--- config.mk ---
export PLATFORM = sky130hd
export DESIGN_NAME = id_counter_ctrl
export DESIGN_NICKNAME = d
export VERILOG_FILES = /design/src/rtl/id_counter_ctrl.sv
export SDC_FILE = /design/constraint.sdc
export NUM_CORES = 1
export LEC_CHECK = 0
export ABC_AREA = 0
export ABC_CLOCK_PERIOD_IN_PS = 1910
export CORE_MARGIN = 2
export CORE_UTILIZATION = 38
export DETAILED_ROUTE_END_ITERATION = 7
export GPL_TIMING_DRIVEN = 0
export PLACE_DENSITY = 0.74
export SLEW_MARGIN = 30
export SYNTH_ARGS = -nofsm -noshare
export SYNTH_HDL_FRONTEND = slang
export SYNTH_SLANG_ARGS = --single-unit
--- constraint.sdc ---
create_clock -name clk -period 1.91 [get_ports clk]
set_clock_uncertainty 0.15 [all_clocks]
set_input_delay 0.382 -clock clk [delete_from_list [all_inputs] [get_ports clk]]
set_output_delay 0.382 -clock clk [all_outputs]
set_load 0.03 [all_outputs]
--- src/rtl/id_counter_ctrl.sv ---
// Sequencer/arbiter for the shared 8-bit ID counter: clears it after reset, services
// base-ID loads, and hands out unique IDs to requesters in round-robin order.
module id_counter_ctrl #(
    parameter int unsigned  NUM_REQ    = 4,
    parameter bit           ALLOW_WRAP = 1'b0,
    localparam int unsigned ID_W       = 8
) (
    input  logic               clk,
    input  logic               rst_n,
    input  logic [NUM_REQ-1:0] req,
    output logic [NUM_REQ-1:0] gnt,
    output logic [ID_W-1:0]    id_out,
    output logic               id_valid,
    input  logic               cfg_load,
    input  logic [ID_W-1:0]    cfg_data,
    output logic               cfg_done,
    output logic               exhausted,
    output logic               busy,
    output logic               cnt_rst,
    output logic               cnt_enable,
    output logic               cnt_load,
    output logic [ID_W-1:0]    cnt_load_data,
    output logic               cnt_oe,
    input  logic [ID_W-1:0]    cnt_q
);

    localparam int unsigned PTR_W = (NUM_REQ > 1) ? $clog2(NUM_REQ) : 1;

    typedef enum logic [2:0] {
        S_INIT  = 3'd0,
        S_IDLE  = 3'd1,
        S_LOAD  = 3'd2,
        S_DRIVE = 3'd3,
        S_ISSUE = 3'd4
    } state_t;

    state_t             r_state, w_next;
    logic [PTR_W-1:0]   r_rr, r_win, w_rr_d, w_win_d, w_pick, w_rr_inc;
    logic               w_found;
    logic [ID_W-1:0]    r_id, w_id_d;
    logic [NUM_REQ-1:0] r_gnt, w_gnt_d;
    logic               r_id_valid, w_id_valid_d;
    logic               r_cfg_done, w_cfg_done_d;
    logic               r_exhausted, w_exhausted_d;
    logic               r_busy, w_busy_d;
    logic               r_cnt_enable, w_cnt_enable_d;
    logic               r_cnt_load, w_cnt_load_d;
    logic [ID_W-1:0]    r_cnt_load_data, w_cnt_load_data_d;

    // Round-robin pick: first set request at or after the pointer, ascending mod NUM_REQ
    always_comb begin
        w_found = 1'b0;
        w_pick  = '0;
        for (int unsigned k = 0; k < NUM_REQ; k++) begin
            if (!w_found && req[PTR_W'((32'(r_rr) + k) % NUM_REQ)]) begin
                w_found = 1'b1;
                w_pick  = PTR_W'((32'(r_rr) + k) % NUM_REQ);
            end
        end
    end

    assign w_rr_inc = (r_win == PTR_W'(NUM_REQ - 1)) ? '0 : r_win + PTR_W'(1);

    always_ff @(posedge clk or negedge rst_n) begin
        if (!rst_n) r_state <= S_INIT;
        else        r_state <= w_next;
    end

    always_comb begin
        w_next = r_state;
        case (r_state)
            S_INIT:  w_next = S_IDLE;
            S_IDLE: begin
                if (cfg_load)                    w_next = S_LOAD;
                else if (w_found && !r_exhausted) w_next = S_DRIVE;
            end
            S_LOAD:  w_next = S_IDLE;
            S_DRIVE: w_next = S_ISSUE;
            S_ISSUE: w_next = S_IDLE;
            default: w_next = S_INIT;
        endcase
    end

    // Next values of the registered outputs; grant decision uses req sampled while driving
    always_comb begin
        w_gnt_d           = '0;
        w_id_valid_d      = 1'b0;
        w_cfg_done_d      = 1'b0;
        w_cnt_enable_d    = 1'b0;
        w_cnt_load_d      = 1'b0;
        w_cnt_load_data_d = '0;
        w_exhausted_d     = r_exhausted;
        w_rr_d            = r_rr;
        w_win_d           = r_win;
        w_id_d            = r_id;
        w_busy_d          = (w_next != S_IDLE);
        case (r_state)
            S_IDLE: begin
                if (w_next == S_LOAD) begin
                    w_cnt_load_d      = 1'b1;
                    w_cnt_load_data_d = cfg_data;
                    w_cfg_done_d      = 1'b1;
                    w_exhausted_d     = 1'b0;
                end else if (w_next == S_DRIVE) begin
                    w_win_d = w_pick;
                end
            end
            S_DRIVE: begin
                w_id_d = cnt_q;
                if (req[r_win]) begin
                    w_gnt_d        = NUM_REQ'(1) << r_win;
                    w_id_valid_d   = 1'b1;
                    w_cnt_enable_d = 1'b1;
                end
            end
            S_ISSUE: begin
                if (r_id_valid) begin
                    w_rr_d = w_rr_inc;
                    if (!ALLOW_WRAP && r_id == ID_W'(8'hFF)) w_exhausted_d = 1'b1;
                end
            end
            default: ;
        endcase
    end

    always_ff @(posedge clk or negedge rst_n) begin
        if (!rst_n) begin
            r_gnt           <= '0;
            r_id_valid      <= 1'b0;
            r_cfg_done      <= 1'b0;
            r_cnt_enable    <= 1'b0;
            r_cnt_load      <= 1'b0;
            r_cnt_load_data <= '0;
            r_exhausted     <= 1'b0;
            r_busy          <= 1'b1;
            r_rr            <= '0;
            r_win           <= '0;
            r_id            <= '0;
        end else begin
            r_gnt           <= w_gnt_d;
            r_id_valid      <= w_id_valid_d;
            r_cfg_done      <= w_cfg_done_d;
            r_cnt_enable    <= w_cnt_enable_d;
            r_cnt_load      <= w_cnt_load_d;
            r_cnt_load_data <= w_cnt_load_data_d;
            r_exhausted     <= w_exhausted_d;
            r_busy          <= w_busy_d;
            r_rr            <= w_rr_d;
            r_win           <= w_win_d;
            r_id            <= w_id_d;
        end
    end

    assign cnt_rst       = (r_state == S_INIT);
    assign cnt_oe        = (r_state == S_DRIVE);
    assign gnt           = r_gnt;
    assign id_out        = r_id;
    assign id_valid      = r_id_valid;
    assign cfg_done      = r_cfg_done;
    assign exhausted     = r_exhausted;
    assign busy          = r_busy;
    assign cnt_enable    = r_cnt_enable;
    assign cnt_load      = r_cnt_load;
    assign cnt_load_data = r_cnt_load_data;

endmodule

==> impl_metrics.csv <==
group,metric,value,unit
outcome,run_status,"finished, final reports clean",
timing,layout_min_cycle_time,1.91,ns
drt,drt_wl_total,2840,microns
timing,timing.final.crit_share,99.8,%
grt,global_route.usage.total,16.0,%
timing,slew_headroom,55.7,%
place,placedInstanceArea,1870,sq um
clocking,cts.path.max_buffers,2,
worst_setup_path,critical_path_peak_fanout,6,
floorplan,row_count,21,
flow_run,maxCapViolations,0,
floorplan,io_pins,51,
layout,mostFrequentLayoutCell,"clkdlybuf4s50_1",
worst_hold_path,hold_class,"reg2reg",
timing,slew_viol_final,0,
grt,grt_overflow,0,
timing,clock.fmax,525,MHz
yosys,syn-num-nets,129,
yosys,syn_avg_cell_area,12.9,sq um
timing,timing_worst_slew_pin_value,0.665,ns
yosys,synth_area,1310,sq um
clocking,cts.sinks,31,
drt,antenna_left,0,
worst_setup_path,path_buf_inv,0,
drt,dr_pass1_iterations,5,
floorplan,die-area,3940,sq um
grt,global_route_wire_length_before_repair,4730,microns
layout,final_design_instance_area_without_fill,1960,sq um
power_and_ir_drop,irDropWorstVdd,805,uV
grt,maximum_number_of_pins_on_one_net_before_global_route_repair,32,
clocking,htree_levels,2,
timing,rsz0062_at_grt,"true",
worst_setup_path,worstPathCellList,"or4b_4, or3_4, o41ai_2",
clocking,insertion_delay,0.33,ns
layout,fillers,309,
power_and_ir_drop,leakagePower,0.000933,uW
timing,hold_viol,0,
worst_setup_path,crit_path_end_kind,"register",
drt,avgRoutedWirePerCell,13.6,microns
timing,setup_total_negative_slack,0,ns
drt,drtIter0Drc,35,
yosys,synth.lib_cells_used.distinct,30,
layout,drive_gt1_share,20.9,%
floorplan,fp.dieH,62.8,microns
floorplan,chipWidth,62.8,microns
layout,syn2layout_area_growth,49.2,%
drt,drt-vias-per-instance,4.88,
yosys,syn-instance-count,102,
layout,fin_util,58.7,%
worst_setup_path,critical-path-max-stage-delay,0.55,ns
layout,commonest_cells_after_routing_fill_and_taps_aside,"clkdlybuf4s50_1, dfrtp_1, dlygate4sd2_1",
place,port-buffer-count,50,
clocking,clk_root_buffer_cell,"clkbuf_4",
place,place_congestion,0.805,
worst_setup_path,cp_data_required_time,1.99,ns
power_and_ir_drop,power_per_cell_area,1420,nW/um^2
yosys,synth.ff_latch_count,31,
worst_setup_path,crit_path_start_kind,"register",
worst_setup_path,cp_slowest_cell,"or4b_4",
layout,antennaDiodeCount,0,
floorplan,initial_utilization,39.3,%
yosys,yosysWarnings,0,
yosys,sequential_cell_area_fraction_in_the_yosys_report,59.2,%
clocking,num_cts_buffers,5,
clocking,cts_tree,"built",
grt,number_of_global_route_vias_before_repair,1005,
drt,dr_total_vias,1019,
clocking,cts.reportedPaths.clkPinSlew,0.10,ns
worst_setup_path,cpLargestDelayFamily,"simple AND/OR/NAND/NOR gates",
layout,final_nets,189,
place,pre_cts_slack,-0.449,ns
timing,report.final.setup_viol,0,
worst_setup_path,worstSetupPathType,"reg2reg",
timing,finalWorstSetupSlack,0.00441,ns
drt,remaining_drc_errors,0,
worst_setup_path,cp_data_arrival_time,1.99,ns
floorplan,core_area,3340,sq um
place,detailedPlacementHpwl,2090,microns
grt,antenna_violations_before_repair,0,
## stage by stage
stage	hold slack (ns)	std cells	total power (uW)
floorplan	-0.0636	102	1880
global placement	0.367	198	2400
detailed placement	0.310	198	2450
CTS	0.396	208	2780
global route	0.417	209	2960
finish	0.396	209	2780
## state kept, by name, indices dropped and copies added, names as in the netlist
name           cells
cnt_load_data      8
id_out             8
gnt                4
r_state            3
r_rr               2
r_win              2
busy               1
cnt_enable         1
cnt_load           1
exhausted          1
## power by group
group | switching, uW | internal, uW
Sequential | 199 | 887
Combinational | 722 | 616
Clock | 210 | 143
Total | 1130 | 1650
## cells by family (layout without fill, tap and decap cells)
family | count (synthesis) | in the layout | share of synthesized area (%)
adder cells (fa/ha/maj) | 4 | 4 | 3.81
AO/OA/AOI/OAI | 14 | 14 | 8.01
multiplexers | 11 | 11 | 10.3
AND/OR/NAND/NOR | 32 | 32 | 15.3
flip-flops | 31 | 31 | 59.2
buffers and inverters | 10 | 71 | 3.43
## metal layers
layer	track usage (%)	vias to the layer above	part of all wire [%]	wire length, microns
li1	-	475	-	-
met2	28.0	40	54	1520
met1	17.0	499	39	1100
met3	6.85	5	6.4	181
met5	0	-	0	0
met4	6.67	0	1.1	32
## cell type report
type                       instances  area [sq um]  share of cell area (%)
buffer                             4          33.8                    1.73
clock buffer                       7          45.0                    2.30
clock inverter                     1          5.00                   0.256
inverter                           6          27.5                    1.41
multi-input combinational         61           507                    25.9
sequential                        31           779                    39.8
tap                               46          57.6                    2.94
timing repair buffer              53           503                    25.7
## Yosys cell counts
library cell | count | area [sq um]
dfrtp_1 | 30 | 751
and2_1 | 13 | 81.3
mux2_2 | 10 | 113
inv_1 | 6 | 22.5
ha_1 | 4 | 50.1
nor2b_1 | 3 | 18.8
o31ai_1 | 3 | 22.5
a21oi_1 | 2 | 10.0
buf_4 | 2 | 15.0
clkbuf_1 | 2 | 7.51
nand2_1 | 2 | 7.51
nand2b_1 | 2 | 12.5
nand4_1 | 2 | 12.5
nor2_1 | 2 | 7.51
nor3_1 | 2 | 10.0
o21a_1 | 2 | 15.0
o21bai_1 | 2 | 15.0
a21bo_2 | 1 | 10.0
a311oi_1 | 1 | 8.76
and4bb_2 | 1 | 12.5
dfstp_2 | 1 | 26.3
mux4_2 | 1 | 22.5
nand3b_1 | 1 | 7.51
nor3b_1 | 1 | 7.51
nor4_1 | 1 | 6.26
o22ai_1 | 1 | 6.26
o2bb2ai_1 | 1 | 8.76
o41ai_1 | 1 | 8.76
or3_1 | 1 | 6.26
or4b_1 | 1 | 10.0
## path summary, 6_finish.rpt
| path | start | cells past startpoint | to | slack (ns) |
|---|---|---|---|---|
| min reg2reg | id_out[6] | 1 | id_out[6] | 0.40 |
| min in group asynchronous | rst_n | 2 | r_rr[1] | 0.47 |
| max | r_state[1] | 3 | r_win[0] | 0.004 |
| max reg2reg | r_state[1] | 3 | r_win[0] | 0.004 |
| max in group asynchronous | rst_n | 2 | r_state[2] | 0.67 |
| min | id_out[6] | 1 | id_out[6] | 0.40 |
## what timing repair did
| item | 4_1_cts | 5_1_grt |
|---|---|---|
| pin swaps | 0 | 1 |
| hold buffers | 1 | 0 |
| hold endpoints to repair | 30 | 0 |
| endpoints found under the setup margin | 17 | 5 |
| setup buffers | 1 | 1 |
| resized for setup | 35 | 7 |
Note: power is estimated with default switching activity, not from simulation.
